## config.mk

```make
export PLATFORM = sky130hd
export DESIGN_NAME = alarm_clock_ctrl
export DESIGN_NICKNAME = d
export VERILOG_FILES = /design/src/rtl/alarm_clock_ctrl.sv
export SDC_FILE = /design/constraint.sdc
export NUM_CORES = 1
export LEC_CHECK = 0
export ABC_AREA = 0
export CAP_MARGIN = 20
export CORE_MARGIN = 10
export CORE_UTILIZATION = 40
export DETAILED_ROUTE_END_ITERATION = 16
export PLACE_DENSITY_LB_ADDON = 0.2
export SYNTH_ARGS = -nofsm -noshare
export SYNTH_HDL_FRONTEND = slang
export SYNTH_SLANG_ARGS = --single-unit
```

## constraint.sdc

```tcl
create_clock -name clk -period 1.9 [get_ports clk]
set_input_delay 0.285 -clock clk [delete_from_list [all_inputs] [get_ports clk]]
set_output_delay 0.285 -clock clk [all_outputs]
set_load 0.005 [all_outputs]
```

## src/rtl/alarm_clock_ctrl.sv

```systemverilog
// Alarm clock control FSM: keypad entry buffer, validation, load pulses, display select and alarm sounding.
// Optional snooze timer is built when SNOOZE_EN is defined.
module alarm_clock_ctrl #(
    parameter int unsigned TIMEOUT_TICKS = 10
`ifdef SNOOZE_EN
    , parameter int unsigned SNOOZE_MIN = 5
`endif
) (
    input  logic       clk,
    input  logic       reset,
    input  logic       one_second,
    input  logic       key_strobe,
    input  logic [3:0] key_digit,
    input  logic       alarm_button,
    input  logic       time_button,
    input  logic [3:0] current_ms_hr,
    input  logic [3:0] current_ls_hr,
    input  logic [3:0] current_ms_min,
    input  logic [3:0] current_ls_min,
    input  logic [3:0] alarm_ms_hr,
    input  logic [3:0] alarm_ls_hr,
    input  logic [3:0] alarm_ms_min,
    input  logic [3:0] alarm_ls_min,
    output logic [3:0] new_ms_hr,
    output logic [3:0] new_ls_hr,
    output logic [3:0] new_ms_min,
    output logic [3:0] new_ls_min,
    output logic       load_new_a,
    output logic       load_new_c,
    output logic       show_alarm,
    output logic       show_new_time,
    output logic       entry_err,
    output logic       sound_alarm
);

    localparam int unsigned DW = 4;
    localparam int unsigned BW = 4 * DW;
    localparam int unsigned CW = 3;
    localparam int unsigned TW = 8;
`ifdef SNOOZE_EN
    localparam int unsigned SW = 10;
    localparam int unsigned SNOOZE_TICKS = SNOOZE_MIN * 60;
`endif

    typedef enum logic [1:0] {IDLE, ENTRY, SHOW_ALARM} state_t;

    state_t          state, state_nxt;
    logic [BW-1:0]   entry_q, entry_nxt;
    logic [CW-1:0]   count_q, count_nxt;
    logic [TW-1:0]   timeout_q, timeout_nxt;
    logic            alarm_btn_q, time_btn_q, match_q;
    logic            load_a_nxt, load_c_nxt, err_nxt, sound_nxt;
`ifdef SNOOZE_EN
    logic [SW-1:0]   snooze_cnt_q, snooze_cnt_nxt;
    logic            pending_q, pending_nxt;
    logic            resound_q, resound_nxt;
`endif

    logic alarm_press, time_press, key_valid, match, entry_ok, silence;
    logic [DW-1:0] e_ms_hr, e_ls_hr, e_ms_min;

    assign alarm_press = alarm_button & ~alarm_btn_q;
    assign time_press  = time_button & ~time_btn_q;
    assign key_valid   = key_strobe && (key_digit <= DW'(9));
    assign match       = {current_ms_hr, current_ls_hr, current_ms_min, current_ls_min}
                      == {alarm_ms_hr, alarm_ls_hr, alarm_ms_min, alarm_ls_min};
    // An alarm press while sounding only silences the buzzer.
    assign silence     = alarm_press & sound_alarm;

    assign e_ms_hr  = entry_q[15:12];
    assign e_ls_hr  = entry_q[11:8];
    assign e_ms_min = entry_q[7:4];
    assign entry_ok = (count_q == CW'(4)) && (e_ms_hr <= DW'(2)) && (e_ls_hr <= DW'(9))
                   && ((e_ms_hr != DW'(2)) || (e_ls_hr <= DW'(3))) && (e_ms_min <= DW'(5));

    assign new_ms_hr  = entry_q[15:12];
    assign new_ls_hr  = entry_q[11:8];
    assign new_ms_min = entry_q[7:4];
    assign new_ls_min = entry_q[3:0];

    // Next-state, entry datapath and pulse decode
    always_comb begin
        state_nxt   = state;
        entry_nxt   = entry_q;
        count_nxt   = count_q;
        timeout_nxt = timeout_q;
        load_a_nxt  = 1'b0;
        load_c_nxt  = 1'b0;
        err_nxt     = 1'b0;
        case (state)
            IDLE: begin
                if (silence) begin
                    state_nxt = IDLE;
                end else if (alarm_press) begin
                    state_nxt = SHOW_ALARM;
                end else if (time_press) begin
                    state_nxt = IDLE;
                end else if (key_valid) begin
                    entry_nxt   = {entry_q[BW-DW-1:0], key_digit};
                    count_nxt   = CW'(1);
                    timeout_nxt = '0;
                    state_nxt   = ENTRY;
                end
            end
            ENTRY: begin
                if (silence) begin
                    state_nxt = ENTRY;
                end else if (alarm_press || time_press) begin
                    if (entry_ok) begin
                        load_a_nxt = alarm_press;
                        load_c_nxt = ~alarm_press;
                    end else begin
                        err_nxt = 1'b1;
                    end
                    count_nxt = '0;
                    state_nxt = IDLE;
                end else if (key_valid) begin
                    entry_nxt   = {entry_q[BW-DW-1:0], key_digit};
                    count_nxt   = (count_q == CW'(4)) ? CW'(4) : count_q + CW'(1);
                    timeout_nxt = '0;
                end else if (one_second) begin
                    if (timeout_q == TW'(TIMEOUT_TICKS - 1)) begin
                        entry_nxt   = '0;
                        count_nxt   = '0;
                        timeout_nxt = '0;
                        state_nxt   = IDLE;
                    end else begin
                        timeout_nxt = timeout_q + TW'(1);
                    end
                end
            end
            SHOW_ALARM: begin
                if (!alarm_button) state_nxt = IDLE;
            end
            default: state_nxt = IDLE;
        endcase
    end

    // Buzzer set/clear, independent of the entry FSM
    always_comb begin
        sound_nxt = sound_alarm;
`ifdef SNOOZE_EN
        snooze_cnt_nxt = snooze_cnt_q;
        pending_nxt    = pending_q;
        resound_nxt    = resound_q;
`endif
        if (match && !match_q) sound_nxt = 1'b1;
`ifdef SNOOZE_EN
        if (!match && match_q && !resound_q) sound_nxt = 1'b0;
        if (pending_q && one_second) begin
            if (snooze_cnt_q == SW'(1)) begin
                sound_nxt      = 1'b1;
                resound_nxt    = 1'b1;
                pending_nxt    = 1'b0;
                snooze_cnt_nxt = '0;
            end else begin
                snooze_cnt_nxt = snooze_cnt_q - SW'(1);
            end
        end
        if (time_press && !alarm_press && sound_alarm && state == IDLE) begin
            sound_nxt      = 1'b0;
            pending_nxt    = 1'b1;
            snooze_cnt_nxt = SW'(SNOOZE_TICKS);
        end
        if (alarm_press || load_a_nxt) begin
            pending_nxt    = 1'b0;
            snooze_cnt_nxt = '0;
        end
`else
        if (!match && match_q) sound_nxt = 1'b0;
`endif
        if (silence) sound_nxt = 1'b0;
`ifdef SNOOZE_EN
        if (!sound_nxt) resound_nxt = 1'b0;
`endif
    end

    always_ff @(posedge clk) begin
        if (reset) begin
            state         <= IDLE;
            entry_q       <= '0;
            count_q       <= '0;
            timeout_q     <= '0;
            alarm_btn_q   <= 1'b0;
            time_btn_q    <= 1'b0;
            match_q       <= 1'b0;
            load_new_a    <= 1'b0;
            load_new_c    <= 1'b0;
            entry_err     <= 1'b0;
            show_alarm    <= 1'b0;
            show_new_time <= 1'b0;
            sound_alarm   <= 1'b0;
        end else begin
            state         <= state_nxt;
            entry_q       <= entry_nxt;
            count_q       <= count_nxt;
            timeout_q     <= timeout_nxt;
            alarm_btn_q   <= alarm_button;
            time_btn_q    <= time_button;
            match_q       <= match;
            load_new_a    <= load_a_nxt;
            load_new_c    <= load_c_nxt;
            entry_err     <= err_nxt;
            show_alarm    <= (state_nxt == SHOW_ALARM);
            show_new_time <= (state_nxt == ENTRY);
            sound_alarm   <= sound_nxt;
        end
    end

`ifdef SNOOZE_EN
    always_ff @(posedge clk) begin
        if (reset) begin
            snooze_cnt_q <= '0;
            pending_q    <= 1'b0;
            resound_q    <= 1'b0;
        end else begin
            snooze_cnt_q <= snooze_cnt_nxt;
            pending_q    <= pending_nxt;
            resound_q    <= resound_nxt;
        end
    end
`endif

endmodule

```

==> flow_metrics.py, run 1 <==
metrics = {
    "status": {
        "status": "complete, but fails checks",
        "violations": "setup timing",
    },
    "synth": {
        "synth_top_family_by_area": "simple AND/OR/NAND/NOR gates",
        "syn-instance-count": 206,
        "synth_compound_area_share_pct": 16.8,
        "ys_async_sr_fraction_pct": 0,
        "synthXorXnorAreaFrac_pct": 9.18,
        "synth_warnings": 0,
        "synth_area_leaders": "dfxtp_1 (42%), xor2_1 (7.7%), a22oi_1 (6.6%)",
        "synth_area_um2": 1810,
        "synth_fp_nets": 252,
        "synthSimpleGateAreaFrac_pct": 26.8,
        "synth_area_leader_cell": "dfxtp_1",
        "synthMuxAreaShare_pct": 0,
        "synth_top_area_share_pct": 42.0,
        "synth_edf_count": 0,
        "synth_cell_types": 43,
        "ys_seq_area_share_pct": 42.0,
        "avgSynthCellArea_um2": 8.80,
        "ys_ff_latch": 38,
        "synth_commonest_cells": "dfxtp_1 (38), nor2_1 (30), a22oi_1 (16), xor2_1 (16), nand2_1 (10)",
        "synth_ff_type": "dfxtp_1",
        "synth_most_common_cell": "dfxtp_1",
        "synthAdderAreaFrac_pct": 2.76,
    },
    "layout": {
        "instances_no_fill": 346,
        "drive_above_1_share_pct": 15.3,
        "final_net_count": 340,
        "design_area_um2": 2790,
        "syn2layout_area_growth_pct": 53.8,
        "diodes": 0,
    },
    "cts": {
        "cts_max_level": 2,
        "hold_buffers": 0,
        "path_clk_slew_ns": 0.07,
        "clk_latency_ns": 0.30,
        "numCtsBuffers": 5,
        "cts_root_buf": "clkbuf_8",
        "clock_path_buffers": 2,
        "cts_sinks": 38,
        "tritoncts": "done",
    },
    "route": {
        "wl_per_cell_um": 14.3,
        "antenna_left": 0,
        "dr_total_vias": 1830,
        "routed_via_density": 5.29,
        "wirelength_um": 4960,
        "dr.pass1.iters": 4,
        "drt_iter0_markers": 121,
        "drc": 0,
    },
    "critical_path": {
        "r2r-end": "timeout_q[3]",
        "r2r_start": "time_btn_q",
        "crit_top_cell": "or3_4",
        "worst_setup_path_end_kind": "flop",
        "cp_slowest_cell": "or4_1",
        "path_class": "flop to flop",
        "path_buf_inv": 0,
        "cp_data_arrival_time_ns": 2.16,
        "startpoint_type": "flop",
        "required_ns": 2.13,
        "cp_max_fo": 8,
        "crit_chain": "and2b_1 > or3_4 > or3_4 > or4_1 > a21oi_1",
        "cpPeakStageDelay_ns": 0.48,
        "crit_family": "simple AND/OR/NAND/NOR gates",
        "critPathLaunch": "time_btn_q",
        "rr_worst_depth": 5,
        "r2r_slack_ns": -0.03,
    },
    "floorplanning": {
        "pin_count": 64,
        "start_util_pct": 41.4,
        "die_w_um": 87.3,
        "die_y_um": 87.3,
        "core_area_um2": 4380,
        "die_area_um2": 7630,
        "rows": 24,
    },
    "power": {
        "powerDensity_nw_per_um2": 579,
        "peakVddDrop_v": 0.000329,
        "p_total_mw": 1.62,
        "power.leakage_nw": 1.07,
    },
    "sta": {
        "setup_violations": 2,
        "timing.final.ws_setup_ns": -0.0324,
        "fmax_mhz": 517,
        "finalHoldViolations": 0,
        "min_period_ns": 1.93,
        "finalCritPeriodShare_pct": 102,
        "rsz0062_at_grt": "yes",
        "slew_headroom_pct": 79.3,
        "tns_ns": -0.0533,
        "slew_violations": 0,
        "skew_ns": 0.00510,
        "worst_pin_slew_ns": 0.308,
    },
    "global_route": {
        "grt_max_degree": 18,
        "grt_overflow": 0,
        "antenna_found_initial": 0,
        "grt_first_pass_wirelength_um": 8360,
        "grtUsageTotal_pct": 13.5,
        "grt_pass1_vias": 1920,
    },
    "run": {
        "drv_cap": 0,
    },
    "hold_path": {
        "hold_depth": 2,
        "min_to": "time_btn_q",
        "worstHoldPathType": "input pin to flop",
        "min_from": "time_button",
    },
    "placed_design": {
        "dp_slack_ns": -0.540,
        "gp_congestion": 0.823,
        "io_buffers": 63,
        "dp_hpwl_um": 4010,
        "place_area_um2": 2660,
        "dp.cells": 337,
    },
}
placed cells by master, fill, tap and decap left out, drive strengths merged, types with 2 or more instances in the layout:
cell / count
and3: 2
nand4: 3
and4b: 2
a21oi: 8
xor2: 16
nand2: 10
dfxtp: 38
nor2b: 4
nor3b: 3
buf: 25
o31ai: 3
clkbuf: 5
dlygate4sd2: 2
or4: 3
clkinv: 2
nor4: 9
nand2b: 4
nor2: 30
a22oi: 16
or3: 3
inv: 5
nand3: 8
a22o: 2
xnor2: 3
and2: 2
o21ai: 3
a21o: 2
nor3: 5
ha: 4
clkdlybuf4s50: 61
state kept, by name, summed over array words and instances (netlist names):
name           flops
count_q            3
state              2
load_new_c         1
time_btn_q         1
timeout_q          8
show_alarm         1
entry_q           16
load_new_a         1
show_new_time      1
sound_alarm        1
match_q            1
entry_err          1
alarm_btn_q        1
worst max-delay path by stage:
stage | endpoint | depth (start not counted)
2_1_floorplan | timeout_q[7] | 6
3_3_place_gp | timeout_q[7] | 6
3_5_place_dp | timeout_q[7] | 6
4_1_cts | timeout_q[3] | 5
5_1_grt | timeout_q[3] | 5
6_report | timeout_q[3] | 5
stage by stage:
stage | utilization [%] | hold slack, ns
finish | 63.6 | 0.374
global route | 63.6 | 0.413
CTS | 62.7 | 0.373
detailed placement | 60.7 | 0.488
global placement | 60.7 | 0.480
floorplan | - | 0.413
power by group:
group / total (mW) / switching (mW) / internal, mW / leakage, nW
clock network: 0.531 / 0.285 / 0.246 / 0.0438
registers: 0.818 / 0.00918 / 0.809 / 0.308
logic: 0.266 / 0.107 / 0.160 / 0.718
cell families (layout without fill, tap and decap cells):
kind of cell | Yosys count | count (layout)
and+or+nand+nor | 91 | 91
AOI/OAI and AO/OA | 42 | 42
DFF | 38 | 38
xor gates and xnor gates | 19 | 19
buffers and inverters | 12 | 100
adders and majority gates | 4 | 4
layout make-up:
cell class | instances | area [um^2]
timing repair buffer | 88 | 816
clock inverter | 2 | 10.0
inverter | 5 | 18.8
tap | 52 | 65.1
fill | 380 | 1600
sequential | 38 | 762
clock buffer | 5 | 68.8
multi-input combinational | 156 | 1050
worst reg2reg max path: stages, from the launching register on:
cell	delay (ns)
dfxtp_2	0.32
and2b_1	0.18
or3_4	0.33
or3_4	0.41
or4_1	0.48
a21oi_1	0.15
repair_timing:
| action | in CTS | in global routing |
|---|---|---|
| setup buffers | 1 | 1 |
| endpoints found under the setup margin | 17 | 26 |
| resized for setup | 3 | 6 |
| pin swaps | 7 | 3 |
routing by layer:
layer | global-route usage, % | routed length [um]
met1 | 14.4 | 2120
met3 | 8.24 | 545
met5 | 0 | 0
met2 | 20.8 | 2200
met4 | 6.23 | 99
No activity file was read; power rests on OpenSTA's default activity.
==> run 2, diff against run 1 <==
--- a/config.mk
+++ b/config.mk
@@ -7,8 +7,10 @@
 export LEC_CHECK = 0
 export ABC_AREA = 0
 export CAP_MARGIN = 20
+export CELL_PAD_IN_SITES_DETAIL_PLACEMENT = 0
+export CELL_PAD_IN_SITES_GLOBAL_PLACEMENT = 1
 export CORE_MARGIN = 10
-export CORE_UTILIZATION = 40
+export CORE_UTILIZATION = 29
 export DETAILED_ROUTE_END_ITERATION = 16
 export PLACE_DENSITY_LB_ADDON = 0.2
 export SYNTH_ARGS = -nofsm -noshare
==> run 2 against run 1 <==
- the flow still finishes with violations (setup timing)
- total power up 12%
- register-to-register slack hardly changed
- clock power rose by 31%
- setup slack about the same
- fmax is essentially flat
- global-route usage decreased by 2.6 points
- via count grew 3.6%
- sequential cell count did not move
- wire length increased by 16%
- critical path depth stayed put
- clock skew grew 0.0039 ns
- non-clock buffer count grew 3
- highest routed layer unchanged
==> flow_metrics.py, run 2 (same netlist as run 1, synthesis figures left out) <==
metrics = {
    "sta": {
        "timing.final.ws_setup_ns": -0.0326,
        "min_period_ns": 1.93,
        "worst_hold_slack_ns": 0.395,
        "rsz0062_at_grt": "yes",
        "tns_ns": -0.0602,
        "slew_headroom_pct": 78.0,
        "slew_violations": 0,
        "setup_violations": 2,
        "finalHoldViolations": 0,
        "fmax_mhz": 517,
        "worst_pin_slew_ns": 0.327,
        "finalCritPeriodShare_pct": 102,
        "skew_ns": 0.00897,
    },
    "layout": {
        "reg_top3": "entry_q x16, timeout_q x8, count_q x3",
        "drive_above_1_share_pct": 17.7,
        "layout_commonest_cell": "clkdlybuf4s50_1",
        "seqCellArea_um2": 764,
        "registers.top_by_ff_count": "entry_q",
        "final_net_count": 345,
        "post-route-util_pct": 49.0,
        "syn2layout_area_growth_pct": 61.9,
        "largest_register_ffs": 16,
        "multi_input_area_um2": 1100,
        "mostFrequentLayoutCells": "clkdlybuf4s50_1 (61), dfxtp_1 (37), nor2_1 (30)",
        "instances_no_fill": 375,
        "diodes": 0,
        "fill_cells": 610,
    },
    "critical_path": {
        "cp_max_fo": 7,
        "required_ns": 2.13,
        "cp_data_arrival_time_ns": 2.16,
        "path_class": "flop to flop",
        "worst_setup_path_end_kind": "flop",
        "startpoint_type": "flop",
    },
    "power": {
        "p_seq_share_pct": 45.2,
        "swShare_pct": 24.3,
        "p_switching_uw": 438,
        "power.leakage_nw": 1.11,
        "intPower_mw": 1.37,
        "clkPwrFrac_pct": 38.7,
        "powerDensity_nw_per_um2": 615,
        "pwr-share-comb_pct": 16.1,
        "peakVddDrop_v": 0.000299,
    },
    "cts": {
        "cts_max_level": 2,
        "numCtsBuffers": 5,
        "tritoncts": "done",
        "clk_latency_ns": 0.29,
        "clock_path_buffers": 2,
        "hold_buffers": 0,
        "cts_sinks": 38,
        "path_clk_slew_ns": 0.08,
        "cts_root_buf": "clkbuf_8",
    },
    "placed_design": {
        "dp_hpwl_um": 4200,
        "dp.cells": 360,
        "io_buffers": 63,
        "gp_congestion": 0.837,
        "dp_slack_ns": -0.569,
    },
    "global_route": {
        "grtUsageTotal_pct": 11.0,
        "grt_first_pass_wirelength_um": 9050,
        "grt_overflow": 0,
        "grt_pass1_vias": 1891,
        "antenna_found_initial": 0,
        "grt_max_degree": 29,
    },
    "route": {
        "wl_per_cell_um": 15.3,
        "antenna_left": 0,
        "dr.pass1.iters": 4,
        "drt_iter0_markers": 95,
        "wirelength_um": 5750,
        "routed_via_density": 5.06,
        "drc": 0,
        "dr_total_vias": 1896,
    },
    "status": {
        "violations": "setup timing",
        "status": "complete, but fails checks",
    },
    "floorplanning": {
        "die_area_um2": 9810,
        "die_w_um": 99.1,
        "die_y_um": 99.1,
        "start_util_pct": 30.3,
        "pin_count": 64,
        "rows": 28,
        "core_area_um2": 5990,
    },
    "run": {
        "drv_cap": 0,
    },
    "hold_path": {
        "worstHoldPathType": "input pin to flop",
    },
}
## run 2: cell types whose count changed in the layout (fill, tap and decap cells not counted), sizes merged
cell	before	now
a211o	1	3
clkinv	2	0
clkinvlp	0	2
bufinv	0	1
buf	25	28
## run 2: power by group through the flow
stage	sequential, mW	combinational (mW)	clock, mW
5_1_grt	0.818	0.317	0.743
4_1_cts	0.817	0.275	0.714
3_3_place_gp	0.836	0.263	0
6_report	0.816	0.291	0.698
2_1_floorplan	0.836	0.0966	0
3_5_place_dp	0.836	0.263	0
## run 2: what timing repair did
action                     CTS  global route
pin swaps                    8             5
setup endpoints to repair   21            27
resized for setup            6            11
cloned                       0             2
buffers inserted             4             1
## run 2: area by class of cell
| cell class | count | area share [%] |
|---|---|---|
| multi-input cells | 158 | 37.6 |
| clock inverters | 3 | 1.53 |
| inverters | 5 | 0.639 |
| well taps | 75 | 3.20 |
| clock buffers | 5 | 2.34 |
| flip-flops and latches | 38 | 26.0 |
| repair buffers | 91 | 28.7 |
## run 2: critical path: stages, from the launching register on
cell     delay [ns]
dfxtp_1        0.33
and2b_1        0.19
or3_4          0.33
or3_4          0.41
or4_1          0.48
a21oi_1        0.13
## run 2: layer usage
layer / vias up / wire (um) / global-route usage, %
met2: 45 / 2880 / 19.1
li1: 944 / - / -
met5: - / 0 / 0
met3: 6 / 298 / 3.56
met1: 901 / 2490 / 12.2
met4: 0 / 79 / 3.64
## run 2: final timing paths
check          startpoint           end  cells past startpoint  slack, ns
max            time_btn_q  timeout_q[2]                      5      -0.03
min           time_button    time_btn_q                      2       0.40
max reg2reg    time_btn_q  timeout_q[2]                      5      -0.03
min reg2reg  timeout_q[0]  timeout_q[0]                      1       0.48
## run 2: stage by stage
stage	power, mW	cell area [um^2]
floorplan	0.933	1820
global route	1.88	2940
detailed placement	1.10	2690
CTS	1.81	2850
finish	1.81	2940
global placement	1.10	2690
